<file path="config.mk">
export PLATFORM = sky130hd
export DESIGN_NAME = sha3_uart_host
export DESIGN_NICKNAME = d
export VERILOG_FILES = /design/src/rtl/sha3_uart_host.sv
export SDC_FILE = /design/constraint.sdc
export NUM_CORES = 1
export LEC_CHECK = 0
export CORE_UTILIZATION = 50
export CTS_CLUSTER_DIAMETER = 40
export CTS_CLUSTER_SIZE = 10
export DETAILED_ROUTE_END_ITERATION = 12
export PLACE_DENSITY_LB_ADDON = 0.3
export SETUP_SLACK_MARGIN = 0.1
export SKIP_LAST_GASP = 1
export SLEW_MARGIN = 15
export SYNTH_ARGS = -nofsm -noshare
export SYNTH_HDL_FRONTEND = slang
export SYNTH_SLANG_ARGS = --single-unit
export TNS_END_PERCENT = 30
</file>
<file path="constraint.sdc">
create_clock -name clk -period 2.7 [get_ports clk]
set_input_delay 0.81 -clock clk [delete_from_list [all_inputs] [get_ports clk]]
set_output_delay 0.81 -clock clk [all_outputs]
set_load 0.02 [all_outputs]
</file>
<file path="src/rtl/sha3_uart_host.sv">
// sha3_uart_host: frames a message for the UART SHA3-256 bridge
// (SOF, len_h, len_l, payload) and collects the 32-byte digest reply.
// Ports: start/msg_len kick off a frame; msg_* is the payload stream;
// tx_* feeds uart_tx; rx_data/rx_ready/rx_ack talk to uart_rx;
// digest/done/err_timeout/busy/drop_cnt report status.
module sha3_uart_host #(
  parameter int unsigned TIMEOUT_CYCLES = 125_000_000,
  parameter logic [7:0]  SOF_BYTE       = 8'hA5
) (
  input  logic         clk,
  input  logic         rst_n,
  input  logic         start,
  input  logic [15:0]  msg_len,
  input  logic [7:0]   msg_data,
  input  logic         msg_valid,
  output logic         msg_ready,
  output logic [7:0]   tx_data,
  output logic         tx_valid,
  input  logic         tx_ready,
  input  logic [7:0]   rx_data,
  input  logic         rx_ready,
  output logic         rx_ack,
  output logic [255:0] digest,
  output logic         done,
  output logic         err_timeout,
  output logic         busy,
  output logic [7:0]   drop_cnt
);

  localparam int TW = $clog2(TIMEOUT_CYCLES + 1);
  localparam logic [TW-1:0] TMO_LAST = TW'(TIMEOUT_CYCLES - 1);

  typedef enum logic [2:0] {
    IDLE, HDR_SOF, HDR_LEN_H, HDR_LEN_L,
    PAYLOAD, WAIT_DIG, FINISH
  } state_e;

  state_e         state_q, state_d;
  logic [15:0]    len_q, len_d;
  logic [7:0]     hdr_q, hdr_d;
  logic [255:0]   digest_q, digest_d;
  logic [5:0]     dig_cnt_q, dig_cnt_d;
  logic [TW-1:0]  tmo_q, tmo_d;
  logic [7:0]     drop_q, drop_d;
  logic           ack_blk_q;
  logic           ack;

  // ack_blk_q resets high so rx_ack stays low while in reset and
  // the cycle after; it also forbids back-to-back acks.
  assign ack      = rx_ready & ~ack_blk_q;
  assign rx_ack   = ack;
  assign busy     = (state_q != IDLE);
  assign digest   = digest_q;
  assign drop_cnt = drop_q;

  always_comb begin
    state_d     = state_q;
    len_d       = len_q;
    hdr_d       = hdr_q;
    digest_d    = digest_q;
    dig_cnt_d   = dig_cnt_q;
    tmo_d       = tmo_q;
    drop_d      = drop_q;
    tx_valid    = 1'b0;
    tx_data     = hdr_q;
    msg_ready   = 1'b0;
    done        = 1'b0;
    err_timeout = 1'b0;
    unique case (state_q)
      IDLE: begin
        if (start) begin
          state_d   = HDR_SOF;
          len_d     = msg_len;
          dig_cnt_d = '0;
          digest_d  = '0;
          tmo_d     = '0;
          hdr_d     = SOF_BYTE;
        end
      end
      HDR_SOF: begin
        tx_valid = 1'b1;
        if (tx_ready) begin
          state_d = HDR_LEN_H;
          hdr_d   = len_q[15:8];
        end
      end
      HDR_LEN_H: begin
        tx_valid = 1'b1;
        if (tx_ready) begin
          state_d = HDR_LEN_L;
          hdr_d   = len_q[7:0];
        end
      end
      HDR_LEN_L: begin
        tx_valid = 1'b1;
        if (tx_ready) begin
          hdr_d   = '0;
          tmo_d   = '0;
          state_d = (len_q == 16'd0) ? WAIT_DIG : PAYLOAD;
        end
      end
      PAYLOAD: begin
        tx_valid  = msg_valid;
        tx_data   = msg_data;
        msg_ready = tx_ready;
        if (msg_valid && tx_ready) begin
          len_d = len_q - 16'd1;
          if (len_q == 16'd1) begin
            state_d = WAIT_DIG;
            tmo_d   = '0;
          end
        end
      end
      WAIT_DIG: begin
        if (ack) begin
          digest_d  = {digest_q[247:0], rx_data};
          dig_cnt_d = dig_cnt_q + 6'd1;
          tmo_d     = '0;
          if (dig_cnt_q == 6'd31) state_d = FINISH;
        end else if (tmo_q == TMO_LAST) begin
          err_timeout = 1'b1;
          state_d     = IDLE;
        end else begin
          tmo_d = tmo_q + 1'b1;
        end
      end
      FINISH: begin
        done    = 1'b1;
        state_d = IDLE;
      end
      default: state_d = IDLE;
    endcase
    if (ack && state_q != WAIT_DIG && drop_q != 8'hFF)
      drop_d = drop_q + 8'd1;
  end

  always_ff @(posedge clk or negedge rst_n) begin
    if (!rst_n) begin
      state_q   <= IDLE;
      len_q     <= '0;
      hdr_q     <= '0;
      digest_q  <= '0;
      dig_cnt_q <= '0;
      tmo_q     <= '0;
      drop_q    <= '0;
      ack_blk_q <= 1'b1;
    end else begin
      state_q   <= state_d;
      len_q     <= len_d;
      hdr_q     <= hdr_d;
      digest_q  <= digest_d;
      dig_cnt_q <= dig_cnt_d;
      tmo_q     <= tmo_d;
      drop_q    <= drop_d;
      ack_blk_q <= ack;
    end
  end

endmodule

</file>
==> summary.txt, run 1 <==
Outcome
  – Status: finished, violations left
  – Failing checks: setup timing

CTS
  – CTS Root Cell: clkbuf_16
  – Clock slew at reported path FFs: 0.05 ns
  – CTS max path bufs: 3
  – Num CTS Buffers: 44
  – H-tree depth: 2
  – Hold buffers post-CTS: 0
  – CTS tree: yes
  – Clk Latency, worst-skew pair: 0.53 ns
  – Sink Count: 325

Power
  – PD cells: 762 nW/um^2
  – Worst-case vdd ir drop: 0.498 mV
  – Leakage: approximately 8.3 nW

Floorplanning
  – Full die area: 26,600 um^2
  – IO Pins: 316
  – Starting Density: 0.512
  – Die height: 163 um
  – Rows: 58
  – Core ar.: between 20,000 and 30,000 um^2
  – Die X: 163 um

Place
  – Placed insts: 1,684
  – GP Congestion: 0.902
  – DP Wirelength: 24,200 um
  – DP Area: around 17,000 um^2
  – Port bufs: approximately 320

Yosys
  – Adder-cell share of the synthesized area: 0.00578
  – Netlist cell types: 69
  – Compound-cell area share of the yosys netlist: 0.244
  – Predominant post-synthesis flop cell: dfrtp_1
  – Top cell type's share of synthesized area: 0.625
  – Largest area contributor in the netlist: dfrtp_1
  – Post-Syn Instances: 1,051
  – Largest family of logic cells by synthesized area: compound AO/OA/AOI/OAI gates
  – Post-synth EDFFs: 0
  – Yosys reg bits: 325
  – Post-Syn Nets: around 1,100
  – Synth Area in Simple Gates: 0.0803
  – Ys Warns: 0
  – Async S/R FF share, synth: 1.00
  – Register area share after synthesis: 0.627
  – Syn_area_per_cell: about 12 um^2
  – Most common library cells after synthesis: 324 x dfrtp_1, 258 x a22o_1, 52 x nand2_1, 47 x o21ai_0, 42 x clkbuf_1
  – Syn Std Cell Area: 13,000 um^2
  – Top-count cell post-synth: dfrtp_1
  – Synth top area cells: dfrtp_1 62%, a22o_1 17%, o21ai_0 1.8%, nand2_1 1.5%, a21oi_1 1.2%
  – Multiplexer share of the synthesized area: 0.00405
  – Xor and xnor fraction of the mapped netlist area: 0.00675

Detailed routing
  – DR vias: between 10,000 and 15,000
  – Number of nets with antenna violations after routing: 0
  – DRT Wirelength: 36,500 um
  – WL per Instance: 20.8 um
  – Vias/cell: approximately 6
  – DRC Markers: 0
  – Drt pass-1 iters: 5
  – Initial DRC Count: 806

STA
  – Clk_skew: 0.0177 ns
  – Worst Setup Slack, final: -0.0749 ns
  – Worst-margin pin slew: 0.512 ns
  – Fin crit period: 2.77 ns
  – Fmax: 0.360 GHz
  – RSZ-0062 raised after global routing: yes
  – Final hold viol count: 0
  – Worst slew margin: 0.659
  – Crit share post-route: 1.03
  – Final Max Slew Viols: 0
  – Setup Viol. Count Final: 1

Layout
  – FILL cells: roughly 1,700
  – Final Cell Area: 18,400 um^2
  – Final net count: 1,446
  – Layout cells sized above 1: 0.118
  – Finished Layout Cells: between 1,500 and 2,000
  – Synth-to-Final Area Change: 41.5%
  – Antenna cells: 0

Job
  – Maxcap violations: 0

Worst setup path
  – Critical Path Fanout Max: 2
  – WP data required: 1.89 ns
  – Startpoint Class: register
  – Critical Path End Type: primary output
  – Crit Path Category: register to primary output
  – Worst path arrival time: approximately 2.0 ns

Worst hold path
  – Hold crit path type: input port to async pin

GRT
  – Vias in the first global route: around 11,000
  – Largest net degree at the start of global routing: 84
  – Antenna violations before repair: 0
  – GRT Util Overall: 0.278
  – First-pass GRT wire length: 58,400 um
  – Gr ovfl total: 0
power by group:
| part | leakage (nW) | internal (mW) | switching (mW) |
|---|---|---|---|
| Combinational | 3.17 | 1.16 | 1.79 |
| Sequential | 4.47 | 5.17 | 0.348 |
| Clock | 0.680 | 3.48 | 2.04 |
per-stage QoR:
step                      setup WS (ns)  utilization  TNS [ns]  power [mW]  hold WS (ns)
after CTS                       -0.0870        0.724    -0.267        14.1         0.238
after global placement           -0.372        0.669     -1.37        8.44         0.479
final                           -0.0749        0.725   -0.0749        14.0         0.244
after floorplan                   0.234            -         0        7.27         0.444
after global routing             -0.219        0.725    -0.281        14.6         0.257
after detailed placement         -0.415        0.669     -2.89        8.52         0.481
cells by family (layout without fill, tap and decap cells):
group,count (synthesis),in the layout
AO/OA/AOI/OAI,413,413
XOR/XNOR,10,10
adder cells (fa/ha/maj),6,6
buffers and inverters,94,466
flip-flops,325,325
multiplexers,5,5
AND/OR/NAND/NOR,198,198
final cells by class:
cell class | instances | area [um^2] | share of cell area
flip-flops and latches | 325 | 8140 | 0.443
multi-input cells | 632 | 4470 | 0.243
inverters | 9 | 33.8 | 0.00184
clock buffers | 54 | 1230 | 0.0670
repair buffers | 390 | 3910 | 0.213
well taps | 330 | 413 | 0.0225
clock inverters | 13 | 166 | 0.00906
path summary, 6_finish.rpt:
path	startpoint	to	slack, ns	depth (start not counted)
max in group asynchronous	rst_n	state_q[1]	1.66	2
hold / removal	rst_n	digest[143]	0.24	1
setup / recovery	tmo_q[10]	err_timeout	-0.07	5
setup reg to reg	len_q[11]	tmo_q[22]	0.34	8
min in group clk	drop_cnt[6]	drop_cnt[6]	0.49	1
hold reg to reg	drop_cnt[6]	drop_cnt[6]	0.49	1
repair_timing:
| item | 4_1_cts | 5_1_grt |
|---|---|---|
| gates resized for setup | 28 | 6 |
| endpoints found under the setup margin | 14 | 14 |
| pin swaps | 4 | 0 |
| setup buffers | 0 | 2 |
worst max-delay path: stages (launching register included):
cell,delay (ns)
dfrtp_1,0.41
nor4_2,0.30
nand4_1,0.17
nor4_2,0.24
and2_1,0.21
buf_6,0.12
cell usage in the layout, fill, tap and decap left out, types with 4 or more instances in the layout:
cell / instances
and2_1: 5
or3_1: 6
dfrtp_1: 321
o21ai_1: 32
buf_12: 16
xnor2_1: 4
nand4_1: 17
dlygate4sd2_1: 7
nor4_1: 4
nor2b_1: 5
inv_1: 8
buf_4: 59
ha_1: 6
clkdlybuf4s50_1: 300
clkinv_2: 4
clkbuf_8: 5
xor2_1: 6
a22oi_1: 8
nand3_1: 25
o21ai_0: 47
nor3_1: 8
and3_1: 8
clkbuf_16: 46
a21oi_1: 32
a22o_1: 258
a31oi_1: 11
nor2_1: 36
nand2_1: 51
per-layer routing:
metal | global-route usage | wire length, um
met1 | 0.356 | 14500
met4 | 0.110 | 1360
met5 | 0 | 0
met3 | 0.0833 | 3190
met2 | 0.443 | 17500
flip-flops by register name, indices dropped and copies added (netlist names):
name	count
ack_blk_q	1
dig_cnt_q	6
digest	256
drop_cnt	8
hdr_q	8
len_q	16
state_q	3
tmo_q	27
Power figures use the tool's default switching activity.
==> run 2: changes to the inputs <==
--- a/config.mk
+++ b/config.mk
@@ -10,9 +10,9 @@
 export CTS_CLUSTER_SIZE = 10
 export DETAILED_ROUTE_END_ITERATION = 12
 export PLACE_DENSITY_LB_ADDON = 0.3
-export SETUP_SLACK_MARGIN = 0.1
+export SETUP_SLACK_MARGIN = 0.5
 export SKIP_LAST_GASP = 1
-export SLEW_MARGIN = 15
+export SLEW_MARGIN = 20
 export SYNTH_ARGS = -nofsm -noshare
 export SYNTH_HDL_FRONTEND = slang
 export SYNTH_SLANG_ARGS = --single-unit
==> run 2 against run 1 <==
Compared with the run above: the flow still finishes with violations (setup timing); register-to-register slack worse by 0.08 ns; first-iteration DRC count up 7.3%; global-route usage up 0.074 points; sequential cell count unchanged; via count up 2.2%; setup slack better by 0.0034 ns; combinational power up 29%; design area up 3.4%; non-clock buffer count up 42.
==> summary.txt, run 2 (synthesis gave the netlist of run 1 again) <==
Floorplanning
  – Starting Density: 0.512 (unchanged)
  – Die height: 163 um (unchanged)
  – Full die area: 26,600 um^2 (unchanged)
  – Core ar.: 25,300 um^2 (unchanged)
  – IO Pins: 316 (unchanged)
  – Rows: 58 (unchanged)
  – Die X: 163 um (unchanged)

Job
  – Maxcap violations: 0 (unchanged)

Outcome
  – Failing checks: setup timing
  – Status: finished, violations left

Worst setup path
  – Critical-path cell list: nor4_2 -> nand4_1 -> nor4_4 -> and2_4 -> buf_6
  – WP data required: 1.89 ns (about the same)
  – Critical Path End Type: primary output
  – R2R depth: 11 (+3)
  – Worst R2R Start: tmo_q[19]
  – Crit. Startpoint: tmo_q[19]
  – Max incr delay on CP: 0.39 ns (-0.02 ns)
  – Slowest library cell on the worst path: dfrtp_1
  – Worst path arrival time: 1.96 ns (about the same)
  – Worst reg2reg path endpoint: tmo_q[26]
  – Cell family with most CP delay: simple AND/OR/NAND/NOR gates
  – Worst reg-to-reg setup slack: 0.26 ns (-0.08 ns)
  – CP Depth: 5 (unchanged)
  – WP buf/inv: 1 (unchanged)
  – Worst setup endpoint: err_timeout
  – Critical Path Fanout Max: 2 (unchanged)
  – Crit Path Category: register to primary output
  – Startpoint Class: register

Place
  – DP Area: 17,100 um^2 (+0.89%)
  – Port bufs: 315 (unchanged)
  – DP Worst Slack: -0.436 ns (-0.0212 ns)
  – DP Wirelength: 24,400 um (+0.78%)
  – GP Congestion: 0.906 (+0.51%)

STA
  – Setup Viol. Count Final: 1 (unchanged)
  – Final hold viol count: 0 (unchanged)
  – Fin crit period: 2.77 ns (-0.00343 ns)
  – Crit share post-route: 1.03 (-0.00127)
  – Fmax: 0.361 GHz (+0.12%)
  – RSZ-0062 raised after global routing: yes
  – Clk_skew: 0.0154 ns (-0.00232 ns)
  – Fin Hold WS: 0.208 ns (-0.0358 ns)
  – Final Max Slew Viols: 0 (unchanged)
  – Worst-margin pin slew: 0.482 ns (-0.0301 ns)
  – Worst Setup Slack, final: -0.0715 ns (+0.00343 ns)
  – Worst slew margin: 0.676 (+0.0176)

CTS
  – Sink Count: 325 (unchanged)
  – Clock slew at reported path FFs: 0.05 ns (about the same)
  – H-tree depth: 2 (unchanged)
  – Clk Latency, worst-skew pair: 0.53 ns (about the same)
  – CTS max path bufs: 3 (unchanged)
  – CTS Root Cell: clkbuf_16
  – Num CTS Buffers: 44 (unchanged)
  – CTS tree: yes
  – Hold buffers post-CTS: 0 (unchanged)

GRT
  – Antenna violations before repair: 0 (unchanged)
  – Vias in the first global route: 10,600 (-1.7%)
  – Largest net degree at the start of global routing: 87 (+3.6%)
  – GRT Util Overall: 0.278 (+0.000742)
  – First-pass GRT wire length: 58,300 um (-0.14%)
  – Gr ovfl total: 0 (unchanged)

Layout
  – Max FFs per register: 256 (unchanged)
  – Antenna cells: 0 (unchanged)
  – Reg area: 8140 um^2 (unchanged)
  – Final net count: 1,488 (+2.9%)
  – Final Cell Area: 19,000 um^2 (+3.4%)
  – Multi-input gate area: 4740 um^2 (+6.0%)
  – Commonest non-fill, non-tap cell in the layout: dfrtp_1
  – Finished Core Util: 0.750 (+0.0248)
  – Synth-to-Final Area Change: 46.4%
  – Layout cells sized above 1: 0.190 (+0.0724)
  – FILL cells: 1,639 (-4.8%)
  – Most frequent cells in the layout: 321 x dfrtp_1, 258 x a22o_1, 187 x clkdlybuf4s50_1, 81 x buf_4, 79 x dlygate4sd2_1

Detailed routing
  – Initial DRC Count: 865 (+7.3%)
  – WL per Instance: 21.1 um (+1.4%)
  – DRC Markers: 0 (unchanged)
  – Number of nets with antenna violations after routing: 0 (unchanged)
  – DR vias: 10,800 (+2.2%)
  – Drt pass-1 iters: 7 (+2)
  – Vias/cell: 5.97 (-0.45%)
  – DRT Wirelength: 38,000 um (+4.1%)

Power
  – PD cells: 766 nW/um^2 (+0.47%)
  – Leakage: 9.58 nW (+15%)
  – Pwr Total: 14.5 mW (+3.9%)
  – Worst-case vdd ir drop: 0.622 mV (+25%)

Worst hold path
  – Hold crit path type: input port to async pin
-- run 2: area by class of cell --
type                    count  area share
flip-flops and latches    325       0.428
repair buffers            432       0.229
clock inverters            11     0.00441
clock buffers              61      0.0651
multi-input cells         632       0.250
well taps                 330      0.0217
inverters                   9     0.00184
-- run 2: through the flow --
| step | TNS (ns) | cells |
|---|---|---|
| 2_1_floorplan | 0 | 1051 |
| 3_3_place_gp | -1.99 | 1695 |
| 5_1_grt | -0.139 | 1800 |
| 3_5_place_dp | -2.11 | 1695 |
| 4_1_cts | -0.165 | 1783 |
| 6_report | -0.0715 | 1800 |
-- run 2: routing by layer --
layer / track usage / share of wire
met3: 0.0785 / 0.085
met5: 0 / 0
met1: 0.360 / 0.39
met2: 0.442 / 0.49
met4: 0.116 / 0.035
-- run 2: worst min path at each step --
stage           startpoint           to  cells after the start
2_1_floorplan    tmo_q[26]    tmo_q[26]                      1
3_3_place_gp     tmo_q[26]    tmo_q[26]                      1
3_5_place_dp   drop_cnt[4]  drop_cnt[4]                      1
4_1_cts              rst_n  digest[170]                      1
5_1_grt              rst_n     len_q[9]                      1
6_report             rst_n     len_q[8]                      1
-- run 2: power breakdown --
group / leakage [nW] / switching, mW / internal [mW] / total [mW]
registers: 4.47 / 0.338 / 5.17 / 5.51
clock network: 0.646 / 2.03 / 3.19 / 5.22
logic: 4.47 / 2.13 / 1.68 / 3.81
total: 9.58 / 4.50 / 10.0 / 14.5
-- run 2: what timing repair did --
item	4_1_cts	5_1_grt
endpoints found under the setup margin	304	239
buffers inserted	16	16
pin swaps	8	47
cloned	0	1
gates resized for setup	174	121
-- run 2: worst register-to-register path: stages, from the launching register on --
cell,delay (ns)
dfrtp_1,0.39
nor4_2,0.29
nand4_1,0.22
buf_4,0.20
buf_6,0.11
buf_6,0.10
o41a_1,0.36
o221ai_4,0.18
buf_12,0.18
buf_8,0.13
a21oi_2,0.03
mux2i_1,0.17
==> run 3: changes to the inputs <==
--- a/config.mk
+++ b/config.mk
@@ -5,7 +5,7 @@
 export SDC_FILE = /design/constraint.sdc
 export NUM_CORES = 1
 export LEC_CHECK = 0
-export CORE_UTILIZATION = 50
+export CORE_UTILIZATION = 53
 export CTS_CLUSTER_DIAMETER = 40
 export CTS_CLUSTER_SIZE = 10
 export DETAILED_ROUTE_END_ITERATION = 12
==> constraint.sdc (replaced) <==
create_clock -name clk -period 3.35 [get_ports clk]
set_input_delay 1.005 -clock clk [delete_from_list [all_inputs] [get_ports clk]]
set_output_delay 1.005 -clock clk [all_outputs]
set_load 0.02 [all_outputs]
==> run 3 against run 2 <==
Compared with the run above: the flow now finishes without violations; power down 24%; core utilization increased by 0.96 points; critical path depth grew 1; worst hold slack gained 0.19 ns; sequential cell count is the same; non-clock buffer count fell by 73; largest power group unchanged.
==> summary.txt, run 3 (synthesis gave the netlist of run 1 again) <==
Worst setup path
  – Worst setup endpoint: err_timeout
  – Crit. Startpoint: rx_ready
  – Slowest library cell on the worst path: nor3_2
  – Crit Path Category: input port to primary output
  – WP data required: 2.34 ns (+0.45 ns)
  – Critical Path End Type: primary output
  – Critical Path Fanout Max: 2 (unchanged)
  – Worst path arrival time: 1.98 ns (+0.02 ns)
  – Startpoint Class: input port
  – R2R depth: 7 (-4)
  – Critical-path cell list: dlygate4sd2_1 -> nand2b_1 -> nand2_2 -> nor3_2 -> and2_4 -> buf_6
  – Worst reg-to-reg setup slack: 0.82 ns (+0.56 ns)
  – Worst R2R Start: len_q[11]
  – Worst reg2reg path endpoint: tmo_q[22]
  – Max incr delay on CP: 0.25 ns (-0.14 ns)

Layout
  – Synth-to-Final Area Change: 39.0%
  – Layout cells sized above 1: 0.0993 (-0.0912)
  – Final Cell Area: 18,000 um^2 (-5.0%)
  – Commonest non-fill, non-tap cell in the layout: dfrtp_1
  – Final net count: 1,414 (-5.0%)
  – Antenna cells: 0 (unchanged)
  – FILL cells: 1,511 (-7.8%)
  – Most frequent cells in the layout: 318 x dfrtp_1, 299 x clkdlybuf4s50_1, 258 x a22o_1, 51 x nand2_1, 47 x o21ai_0
  – Max FFs per register: 256 (unchanged)
  – Multi-input gate area: 4500 um^2 (-5.0%)
  – Reg area: 8140 um^2 (about the same)
  – Finished Core Util: 0.760 (+0.00957)
  – Finished Layout Cells: 1,709 (-5.1%)

Floorplanning
  – Core ar.: 23,800 um^2 (-6.2%)
  – Full die area: 25,100 um^2 (-5.6%)
  – Die height: 158 um (-2.8%)
  – Die X: 158 um (-2.8%)
  – IO Pins: 316 (unchanged)
  – Starting Density: 0.546 (+0.0340)
  – Rows: 56 (-3.4%)

Place
  – Port bufs: 315 (unchanged)
  – GP Congestion: 0.899 (-0.81%)
  – Placed insts: 1,636 (-3.5%)
  – DP Wirelength: 23,000 um (-5.9%)
  – DP Area: 16,600 um^2 (-3.0%)
  – DP Worst Slack: -0.155 ns (+0.281 ns)

Power
  – PD cells: 611 nW/um^2 (-20%)
  – Pwr Total: 11.0 mW (-24%)
  – Leakage: 8.08 nW (-16%)
  – Worst-case vdd ir drop: 0.394 mV (-37%)

GRT
  – GR Util met3: 0.0814 (+0.00292)
  – Met2 Use GR: 0.457 (+0.0154)
  – GR met1 Demand/Resource: 0.373 (+0.0134)
  – First-pass GRT wire length: 55,500 um (-4.8%)
  – GRT Util Overall: 0.287 (+0.00811)
  – Vias in the first global route: 10,100 (-4.1%)
  – Antenna violations before repair: 0 (unchanged)
  – Largest net degree at the start of global routing: 154 (+77%)
  – Gr ovfl total: 0 (unchanged)
  – Gr busiest metal: met2

CTS
  – Hold buffers post-CTS: 0 (unchanged)
  – H-tree depth: 2 (unchanged)
  – Clock slew at reported path FFs: 0.05 ns (about the same)
  – Clk Latency, worst-skew pair: 0.53 ns (about the same)
  – CTS max path bufs: 3 (unchanged)
  – Sink Count: 325 (unchanged)
  – CTS tree: yes
  – CTS Root Cell: clkbuf_16
  – Num CTS Buffers: 43 (-2.3%)

STA
  – Crit share post-route: 0.890
  – Worst slew margin: 0.551 (-0.125)
  – Final Max Slew Viols: 0 (unchanged)
  – Worst-margin pin slew: 0.673 ns (+0.191 ns)
  – Worst Setup Slack, final: 0.367 ns (+0.439 ns)
  – Setup Viol. Count Final: 0 (-1)
  – Fin Hold WS: 0.400 ns (+0.192 ns)
  – Clk_skew: 0.0140 ns (-0.00143 ns)
  – Final setup TNS: 0 ns (+0.0715 ns)
  – RSZ-0062 raised after global routing: yes
  – Fin crit period: 2.98 ns
  – Fmax: 0.335 GHz
  – Final hold viol count: 0 (unchanged)

Detailed routing
  – Number of nets with antenna violations after routing: 0 (unchanged)
  – WL per Instance: 21.0 um (-0.68%)
  – DR vias: 10,300 (-4.6%)
  – DRC Markers: 0 (unchanged)
  – Drt pass-1 iters: 7 (unchanged)
  – Vias/cell: 6.00 (+0.48%)
  – Initial DRC Count: 794 (-8.2%)
  – DRT Wirelength: 35,800 um (-5.7%)

Worst hold path
  – Hold crit path type: input port to async pin

Job
  – Maxcap violations: 0 (unchanged)

Outcome
  – Status: complete, no violations
[run 3: cell types whose count changed in the layout (fill, tap and decap cells not counted), sizes merged, moves of 7 or more]
cell           change
clkdlybuf4s50    +112
dlygate4sd2       -69
clkbuf             -7
dlymetal6s2s      -31
buf               -84
[run 3: report_power, final]
part / leakage [nW] / internal, mW / switching, mW
combinational: 2.97 / 0.811 / 1.40
clock: 0.645 / 2.75 / 1.61
sequential: 4.46 / 4.17 / 0.279
[run 3: worst max-delay path: cells and delay by family]
kind          cells  cell delay (ns)
simple gates      4             0.63
buf+inv           2             0.34
[run 3: final cells by class]
cell class | instances | area share
tap | 319 | 0.0221
inverter | 9 | 0.00187
multi-input combinational | 632 | 0.250
clock buffer | 54 | 0.0648
sequential | 325 | 0.451
clock inverter | 11 | 0.0102
timing repair buffer | 359 | 0.200
[run 3: per-layer routing]
layer | wire length (um) | part of all wire
met1 | 14300 | 0.40
met2 | 17300 | 0.48
met3 | 2940 | 0.082
met4 | 1210 | 0.034
met5 | 0 | 0
[run 3: repair_timing]
| item | CTS | global route |
|---|---|---|
| resized for setup | 31 | 14 |
| setup endpoints to repair | 14 | 14 |
| pin swaps | 7 | 1 |
| setup buffers | 7 | 1 |
[run 3: worst min-delay path by stage]
stage	start	to	slack, ns	cells past startpoint
2_1_floorplan	tmo_q[26]	tmo_q[26]	0.44	1
3_3_place_gp	tmo_q[26]	tmo_q[26]	0.47	1
3_5_place_dp	tmo_q[26]	tmo_q[26]	0.49	1
4_1_cts	rst_n	digest[168]	0.39	1
5_1_grt	rst_n	digest[168]	0.42	1
6_report	rst_n	len_q[11]	0.40	1
